==> config.mk <==
export PLATFORM = sky130hd
export DESIGN_NAME = sap_control_sequencer
export DESIGN_NICKNAME = d
export VERILOG_FILES = /design/src/rtl/sap_control_sequencer.sv
export SDC_FILE = /design/constraint.sdc
export NUM_CORES = 1
export LEC_CHECK = 0
export CORE_MARGIN = 5
export CORE_UTILIZATION = 40
export DETAILED_ROUTE_END_ITERATION = 10
export PLACE_DENSITY = 0.79
export SYNTH_ARGS = -nofsm -noshare
export SYNTH_HDL_FRONTEND = slang
export SYNTH_SLANG_ARGS = --single-unit
==> constraint.sdc <==
create_clock -name clk -period 2.85 [get_ports clk]
set_input_delay 0.7125 -clock clk [delete_from_list [all_inputs] [get_ports clk]]
set_output_delay 0.7125 -clock clk [all_outputs]
set_load 0.05 [all_outputs]
==> src/rtl/sap_control_sequencer.sv <==
// SAP-1 control sequencer: one-hot T-state ring plus combinational control-word decode.
// Optional build macro SEQ_EARLY_END_EN ends each instruction after its last active step.
module sap_control_sequencer #(
    parameter int OP_WIDTH = 4,
    parameter int T_STATES = 6
) (
    input  logic                clk,
    input  logic                rst,
    input  logic                run,
    input  logic [OP_WIDTH-1:0] opcode,
    input  logic                carry,
    input  logic                zero,
    output logic [T_STATES-1:0] tstate,
    output logic                pc_out,
    output logic                pc_inc,
    output logic                pc_load,
    output logic                mar_load,
    output logic                ram_out,
    output logic                ram_in,
    output logic                ir_load,
    output logic                ir_out,
    output logic                a_load,
    output logic                a_out,
    output logic                b_load,
    output logic                sum,
    output logic                sub,
    output logic                alu_out,
    output logic                fi,
    output logic                out_load,
    output logic                halt
);

    if (T_STATES != 6) begin : g_bad_t_states
        $error("sap_control_sequencer: T_STATES must be 6");
    end

    localparam logic [T_STATES-1:0] T1 = T_STATES'(1);
    localparam logic [T_STATES-1:0] T2 = T_STATES'(2);
    localparam logic [T_STATES-1:0] T3 = T_STATES'(4);
    localparam logic [T_STATES-1:0] T4 = T_STATES'(8);
    localparam logic [T_STATES-1:0] T5 = T_STATES'(16);
    localparam logic [T_STATES-1:0] T6 = T_STATES'(32);

    localparam logic [OP_WIDTH-1:0] OP_LDA = OP_WIDTH'(0);
    localparam logic [OP_WIDTH-1:0] OP_ADD = OP_WIDTH'(1);
    localparam logic [OP_WIDTH-1:0] OP_SUB = OP_WIDTH'(2);
    localparam logic [OP_WIDTH-1:0] OP_STA = OP_WIDTH'(4);
    localparam logic [OP_WIDTH-1:0] OP_LDI = OP_WIDTH'(5);
    localparam logic [OP_WIDTH-1:0] OP_JMP = OP_WIDTH'(6);
    localparam logic [OP_WIDTH-1:0] OP_JC  = OP_WIDTH'(7);
    localparam logic [OP_WIDTH-1:0] OP_JZ  = OP_WIDTH'(8);
    localparam logic [OP_WIDTH-1:0] OP_OUT = OP_WIDTH'(14);
    localparam logic [OP_WIDTH-1:0] OP_HLT = OP_WIDTH'(15);

    // run is a level enable, not a handshake: while run=1 and halt=0 the ring
    // advances every clk; while run=0 it freezes and the control word is held at 0.
    logic active;
    logic advance;
    logic last_step;

    assign active  = rst && run && !halt;
    assign advance = run && !halt;

`ifdef SEQ_EARLY_END_EN
    always_comb begin
        last_step = 1'b0;
        case (opcode)
            OP_LDA, OP_STA: last_step = (tstate == T5);
            OP_ADD, OP_SUB: last_step = (tstate == T6);
            default:        last_step = (tstate == T4);
        endcase
    end
`else
    always_comb begin
        last_step = (tstate == T6);
    end
`endif

    always_ff @(posedge clk or negedge rst) begin
        if (!rst) begin
            tstate <= T1;
            halt   <= 1'b0;
        end else if (advance) begin
            if (tstate == T4 && opcode == OP_HLT) begin
                halt <= 1'b1;
            end else if (last_step) begin
                tstate <= T1;
            end else begin
                tstate <= {tstate[T_STATES-2:0], tstate[T_STATES-1]};
            end
        end
    end

    always_comb begin
        pc_out   = 1'b0;
        pc_inc   = 1'b0;
        pc_load  = 1'b0;
        mar_load = 1'b0;
        ram_out  = 1'b0;
        ram_in   = 1'b0;
        ir_load  = 1'b0;
        ir_out   = 1'b0;
        a_load   = 1'b0;
        a_out    = 1'b0;
        b_load   = 1'b0;
        sum      = 1'b0;
        sub      = 1'b0;
        alu_out  = 1'b0;
        fi       = 1'b0;
        out_load = 1'b0;
        if (active) begin
            case (tstate)
                T1: begin
                    pc_out   = 1'b1;
                    mar_load = 1'b1;
                end
                T2: begin
                    pc_inc = 1'b1;
                end
                T3: begin
                    ram_out = 1'b1;
                    ir_load = 1'b1;
                end
                T4: begin
                    case (opcode)
                        OP_LDA, OP_ADD, OP_SUB, OP_STA: begin
                            ir_out   = 1'b1;
                            mar_load = 1'b1;
                        end
                        OP_LDI: begin
                            ir_out = 1'b1;
                            a_load = 1'b1;
                        end
                        OP_JMP: begin
                            ir_out  = 1'b1;
                            pc_load = 1'b1;
                        end
                        // Flags are read live here, so a late flag change is followed.
                        OP_JC: begin
                            ir_out  = carry;
                            pc_load = carry;
                        end
                        OP_JZ: begin
                            ir_out  = zero;
                            pc_load = zero;
                        end
                        OP_OUT: begin
                            a_out    = 1'b1;
                            out_load = 1'b1;
                        end
                        default: ;
                    endcase
                end
                T5: begin
                    case (opcode)
                        OP_LDA: begin
                            ram_out = 1'b1;
                            a_load  = 1'b1;
                        end
                        OP_ADD, OP_SUB: begin
                            ram_out = 1'b1;
                            b_load  = 1'b1;
                        end
                        OP_STA: begin
                            a_out  = 1'b1;
                            ram_in = 1'b1;
                        end
                        default: ;
                    endcase
                end
                T6: begin
                    if (opcode == OP_ADD || opcode == OP_SUB) begin
                        alu_out = 1'b1;
                        a_load  = 1'b1;
                        fi      = 1'b1;
                        sum     = (opcode == OP_ADD);
                        sub     = (opcode == OP_SUB);
                    end
                end
                default: ;
            endcase
        end
    end

endmodule
# ---- Word level (Yosys, flattened, before mapping)
# Index checks and enable logic that the tools add are counted.
dict set report totals {
  register_bits 7
  out_inout_bits 23
  in_bits 9
  wordCells 74
}
dict set report classes {
  reduce_logical 13
  eq_ne 15
  n_mux 43
  n_bitwise 1
}
# op count
set op_table {}
lappend op_table {{2-to-1 mux 1 bit} 36}
lappend op_table {{equality test 4 x 3 -> 1 bit, second input constant} 4}
lappend op_table {{equality test 4 bit, second input constant} 3}
lappend op_table {{one-hot mux 1 bit (3 select lines)} 3}
lappend op_table {{equality test 6 x 1 -> 1 bit, second input constant} 1}
lappend op_table {{equality test 6 x 2 -> 1 bit, second input constant} 1}
lappend op_table {{equality test 6 x 3 -> 1 bit, second input constant} 1}
lappend op_table {{equality test 6 x 4 -> 1 bit, second input constant} 1}
lappend op_table {{equality test 6 x 5 -> 1 bit, second input constant} 1}
lappend op_table {{equality test 6 bit, second input constant} 1}
lappend op_table {{2-to-1 mux 6 bit} 1}
lappend op_table {{one-hot mux 1 bit (2 select lines)} 3}
lappend op_table {{OR reduction 6 bit} 1}
lappend op_table {{equality test 4 x 1 -> 1 bit, second input constant} 1}
lappend op_table {{equality test 4 x 2 -> 1 bit, second input constant} 1}
lappend op_table {{logical AND 1 bit} 4}
lappend op_table {{zero test 4 bit} 1}
lappend op_table {{AND reduction 2 bit} 2}
lappend op_table {{OR reduction 4 bit} 1}
lappend op_table {{OR reduction 3 bit} 1}
lappend op_table {{OR reduction 2 bit} 1}
lappend op_table {{zero test 1 bit} 1}
lappend op_table {{logical OR 1 bit} 1}
lappend op_table {{NOT 1 bit} 1}

# ---- Logic depth before layout (Yosys ltp)
dict set report depth {
  depth_word 5
  ltp_mapped 5
  ltp_nobuf 3
}

# ---- Least setup slack after synthesis
# Ideal clock, no wire load.
dict set report synth_path {
  path_type {register -> output}
  startpoint {reg halt}
  endpoint {out pc_inc}
  path_slack_ps -628
  arrival_ps 2765
  stages_incl_launch_ff 4
  t_required_ps 2138
  n_path_buf 0
  cell_sequence {dfrtp_1 -> and2b_1 -> nand4b_1 -> nor4b_1}
}
dict set report synth_via {
  elab_chain_cells 3
}
# item line
set synth_lines {}
lappend synth_lines {{start, declared} 30} ;# output logic halt
lappend synth_lines {{start signal, assigned} 82} ;# halt <= 1'b0;
lappend synth_lines {{start signal, assigned} 85} ;# halt <= 1'b1;
lappend synth_lines {{zero test 1 bit} 61} ;# assign active = rst && run && !halt;
lappend synth_lines {{logical AND 1 bit} 61}
lappend synth_lines {{2-to-1 mux 1 bit} 111} ;# if (active) begin
lappend synth_lines {{end, declared} 15} ;# output logic pc_inc,
# Every way passes these cells.

# ---- Worst setup path after layout
dict set report layout_path {
  startpoint {in opcode[2]}
  endpoint {out pc_load}
}
dict set report layout_via {
  elab_chain_cells 4
  elab_cells_between_ends 6
  cone_classes {eq/ne: 3; mux: 3}
}
# item line
set layout_lines {}
lappend layout_lines {{start, declared} 10} ;# input logic [OP_WIDTH-1:0] opcode,
lappend layout_lines {{equality test 4 bit or equality test 4 x 3 -> 1 bit (tied branches)} 125} ;# case (opcode)
lappend layout_lines {{one-hot mux 1 bit (3 select lines) *} 125}
lappend layout_lines {{2-to-1 mux 1 bit *} 112} ;# case (tstate)
lappend layout_lines {{2-to-1 mux 1 bit *} 111}
lappend layout_lines {{end, declared} 16} ;# output logic pc_load,
# Every way passes the cells marked *; elsewhere a longest branch is shown, timed or not.

==> flow_summary.ini <==
[floorplanning]
die_h_um = 51.10
rows = 14
initial_core_util_pct = 43.34
core_region_area_mm2 = 0.001559
ioPinCount = 32
fp.dieArea_mm2 = 0.002611
die_width_um = 51.10

[clock_network]
cell_chosen_for_the_clock_root = clkbuf_4
htree_levels = 1
number_of_buffers_created_by_cts = 3
max-clock-path-buffers = 2
cts.sinks = 7
cts_hold_repair.buffers = 0
worstSkewPairLatency_ns = 0.25
tritoncts = done
clk_transition_reported_paths_ns = 0.05

[yosys]
synth_ff_type = dfrtp_1
synth_area_um2 = 675.6
syn-num-nets = 96
netlist.area_leader.share_pct = 22.22
synth-seq-area-share_pct = 26.11
synth-async-reset-ratio_pct = 100.0
ys_top_cells_by_area = dfrtp_1 (22%), nand2_1 (11%), nor2_1 (4.4%)
synth_enable_flop_cells = 0
postSynthRegisterBits = 7
post_synth.cell_area_avg_um2 = 7.766
synth.distinct_cells = 37
yosys_warnings = 0
yosys.area.top_type = dfrtp_1
synth_cells = 87

[global_route]
grtUsageTotal_pct = 22.63
antenna_found_initial = 0
grt_start_max_net_pins = 13
grt_pass1_vias = 931
grt.overflow.total = 0
grt_pass1_wl_um = 4491

[critical_path]
timing.critical_path.depth = 5
crit_path_max_incr_delay_ns = 0.40
critical_path.n_buffers_inverters = 2
crit_family = simple AND/OR/NAND/NOR gates
path_cells = dlygate4sd2_1 > or3b_1 > or3b_1 > a21oi_2 > buf_12
r2r.worst_path.cells = 4
critPathSlowestCell = or3b_1
worst_setup_path_end_kind = primary output
startpoint_type = input pin
critPathArrivalTime_ns = 2.12
timing.critical_path.mode_cell = or3b_1
worstPathMaxFanout = 2
critPathRequiredTime_ns = 2.14
path_class = input pin to primary output

[place]
globalplace.congestion = 0.8065
buffer_ports.inserted = 31
post_dp_cell_area_mm2 = 0.001295
placed_cells = 145
dp.final_hpwl_um = 1873

[final_layout]
multi_input_comb_area_um2 = 554.3
layout.filler_cells = 67
final_util_pct = 89.81
layout.cell_area.non_filler_mm2 = 0.001400
finish.cell_count_without_fillers = 152
fin_nets = 146
antenna-diode-count = 0
drive_gt1_share_pct = 41.91
area_delta_synth_final_pct = 107.2
area.sequential_um2 = 176.4

[routing]
overall_via_count_from_detail_route = 963
drt_first_iter_violations = 34
vias_per_cell = 6.336
drt_pre_antenna_iters = 4
wire_per_inst_um = 18.70
final_antenna_net_count = 0
wl_um = 2843
post_route_drc_violation_count = 0

[timing]
final_cycle_utilization_of_the_critical_path_pct = 99.36
setup_viol = 0
finalClockSkew_ns = 0.004446
final_max_slew_viol_count = 0
slew_headroom_pct = 65.85
tightest_slew_ns = 0.5107
timing_hold_violations_final = 0
period_minus_slack_ns = 2.832
max_freq_mhz = 353.1

[min_path]
min_path_type = flip-flop to flip-flop
hold-path-cell-count = 1

[pwr]
peakVddDrop_v = 0.0006438
leakagePower_nw = 0.6038
p_per_area_mw_per_mm2 = 521.6
power.total_uw = 730.3

[flow_run]
cap_viol_max_count = 0

[run_status]
outcome = complete, no violations
-- registers in the layout, indices dropped and copies added (netlist names) --
| name | count |
|---|---|
| tstate | 6 |
| halt | 1 |
-- synthesized netlist by cell type (2+ instances only) --
library cell	number
nand4b_1	3
clkbuf_1	4
a21oi_1	4
nor2_1	8
nand2b_1	3
nor3b_1	2
or3b_1	2
nand4_1	2
nand2_1	20
nand3_1	4
nor3_1	2
nor4b_1	3
dfrtp_1	6
-- cell type report --
class,instances,area share (%)
Multi-Input combinational cell,74,39.59
Timing Repair Buffer,51,44.50
Clock buffer,4,1.877
Tap cell,16,1.430
Sequential cell,7,12.60
-- path summary, 6_finish.rpt --
path,startpoint,endpoint,slack [ns]
hold reg to reg,halt,halt,0.54
setup reg to reg,tstate[1],tstate[4],1.39
min in group asynchronous,rst,tstate[3],0.67
setup / recovery,opcode[2],pc_load,0.02
hold / removal,halt,halt,0.54
max in group asynchronous,rst,tstate[0],1.97
-- cell usage in the layout, fill, tap and decap left out, types with 3 or more instances in the layout --
| cell type | instances |
|---|---|
| a21oi_1 | 4 |
| buf_12 | 16 |
| buf_4 | 19 |
| clkbuf_4 | 3 |
| clkdlybuf4s50_1 | 8 |
| dfrtp_1 | 6 |
| dlygate4sd2_1 | 5 |
| nand2_1 | 20 |
| nand2b_1 | 3 |
| nand3_1 | 3 |
| nand4b_1 | 3 |
| nor2_1 | 7 |
-- routing by layer --
layer / global-route usage (%) / wire length (um) / up-vias / share of wire [%]
met3: 4.942 / 264 / 16 / 9.3
met1: 25.40 / 1034 / 455 / 36
met4: 7.623 / 159 / 0 / 5.6
li1: - / - / 419 / -
met5: 0 / 0 / - / 0
met2: 41.85 / 1386 / 73 / 49
-- power breakdown --
| part | switching, mW | internal, mW | leakage (nW) |
|---|---|---|---|
| Sequential | 0.0870 | 0.133 | 0.0876 |
| Clock | 0.0339 | 0.0533 | 0.0150 |
| Combinational | 0.250 | 0.174 | 0.501 |
| Total | 0.371 | 0.360 | 0.604 |
-- timing repair --
action	CTS	global route
hold endpoints to repair	0	0
pin swaps	9	1
buffers inserted	3	0
endpoints found under the setup margin	13	7
resized for setup	13	5
-- per-stage QoR --
stage | hold slack (ns) | setup TNS (ns) | setup WS [ns]
5_1_grt | 0.5815 | -0.03792 | -0.03792
3_5_place_dp | 0.5298 | -0.9519 | -0.1477
4_1_cts | 0.5436 | 0 | 0.006057
3_3_place_gp | 0.5022 | -0.4855 | -0.1033
2_1_floorplan | 0.4169 | -1.083 | -0.3243
6_report | 0.5353 | 0 | 0.01819
-- cell families (layout without fill, tap and decap cells) --
| group | after synthesis | in the layout | synth area share (%) |
|---|---|---|---|
| simple gates | 59 | 59 | 52.60 |
| compound gates | 14 | 14 | 15.00 |
| flops | 7 | 7 | 26.11 |
| buf+inv | 6 | 55 | 5.000 |
| xor+xnor | 1 | 1 | 1.297 |
Power figures use the tool's default switching activity.
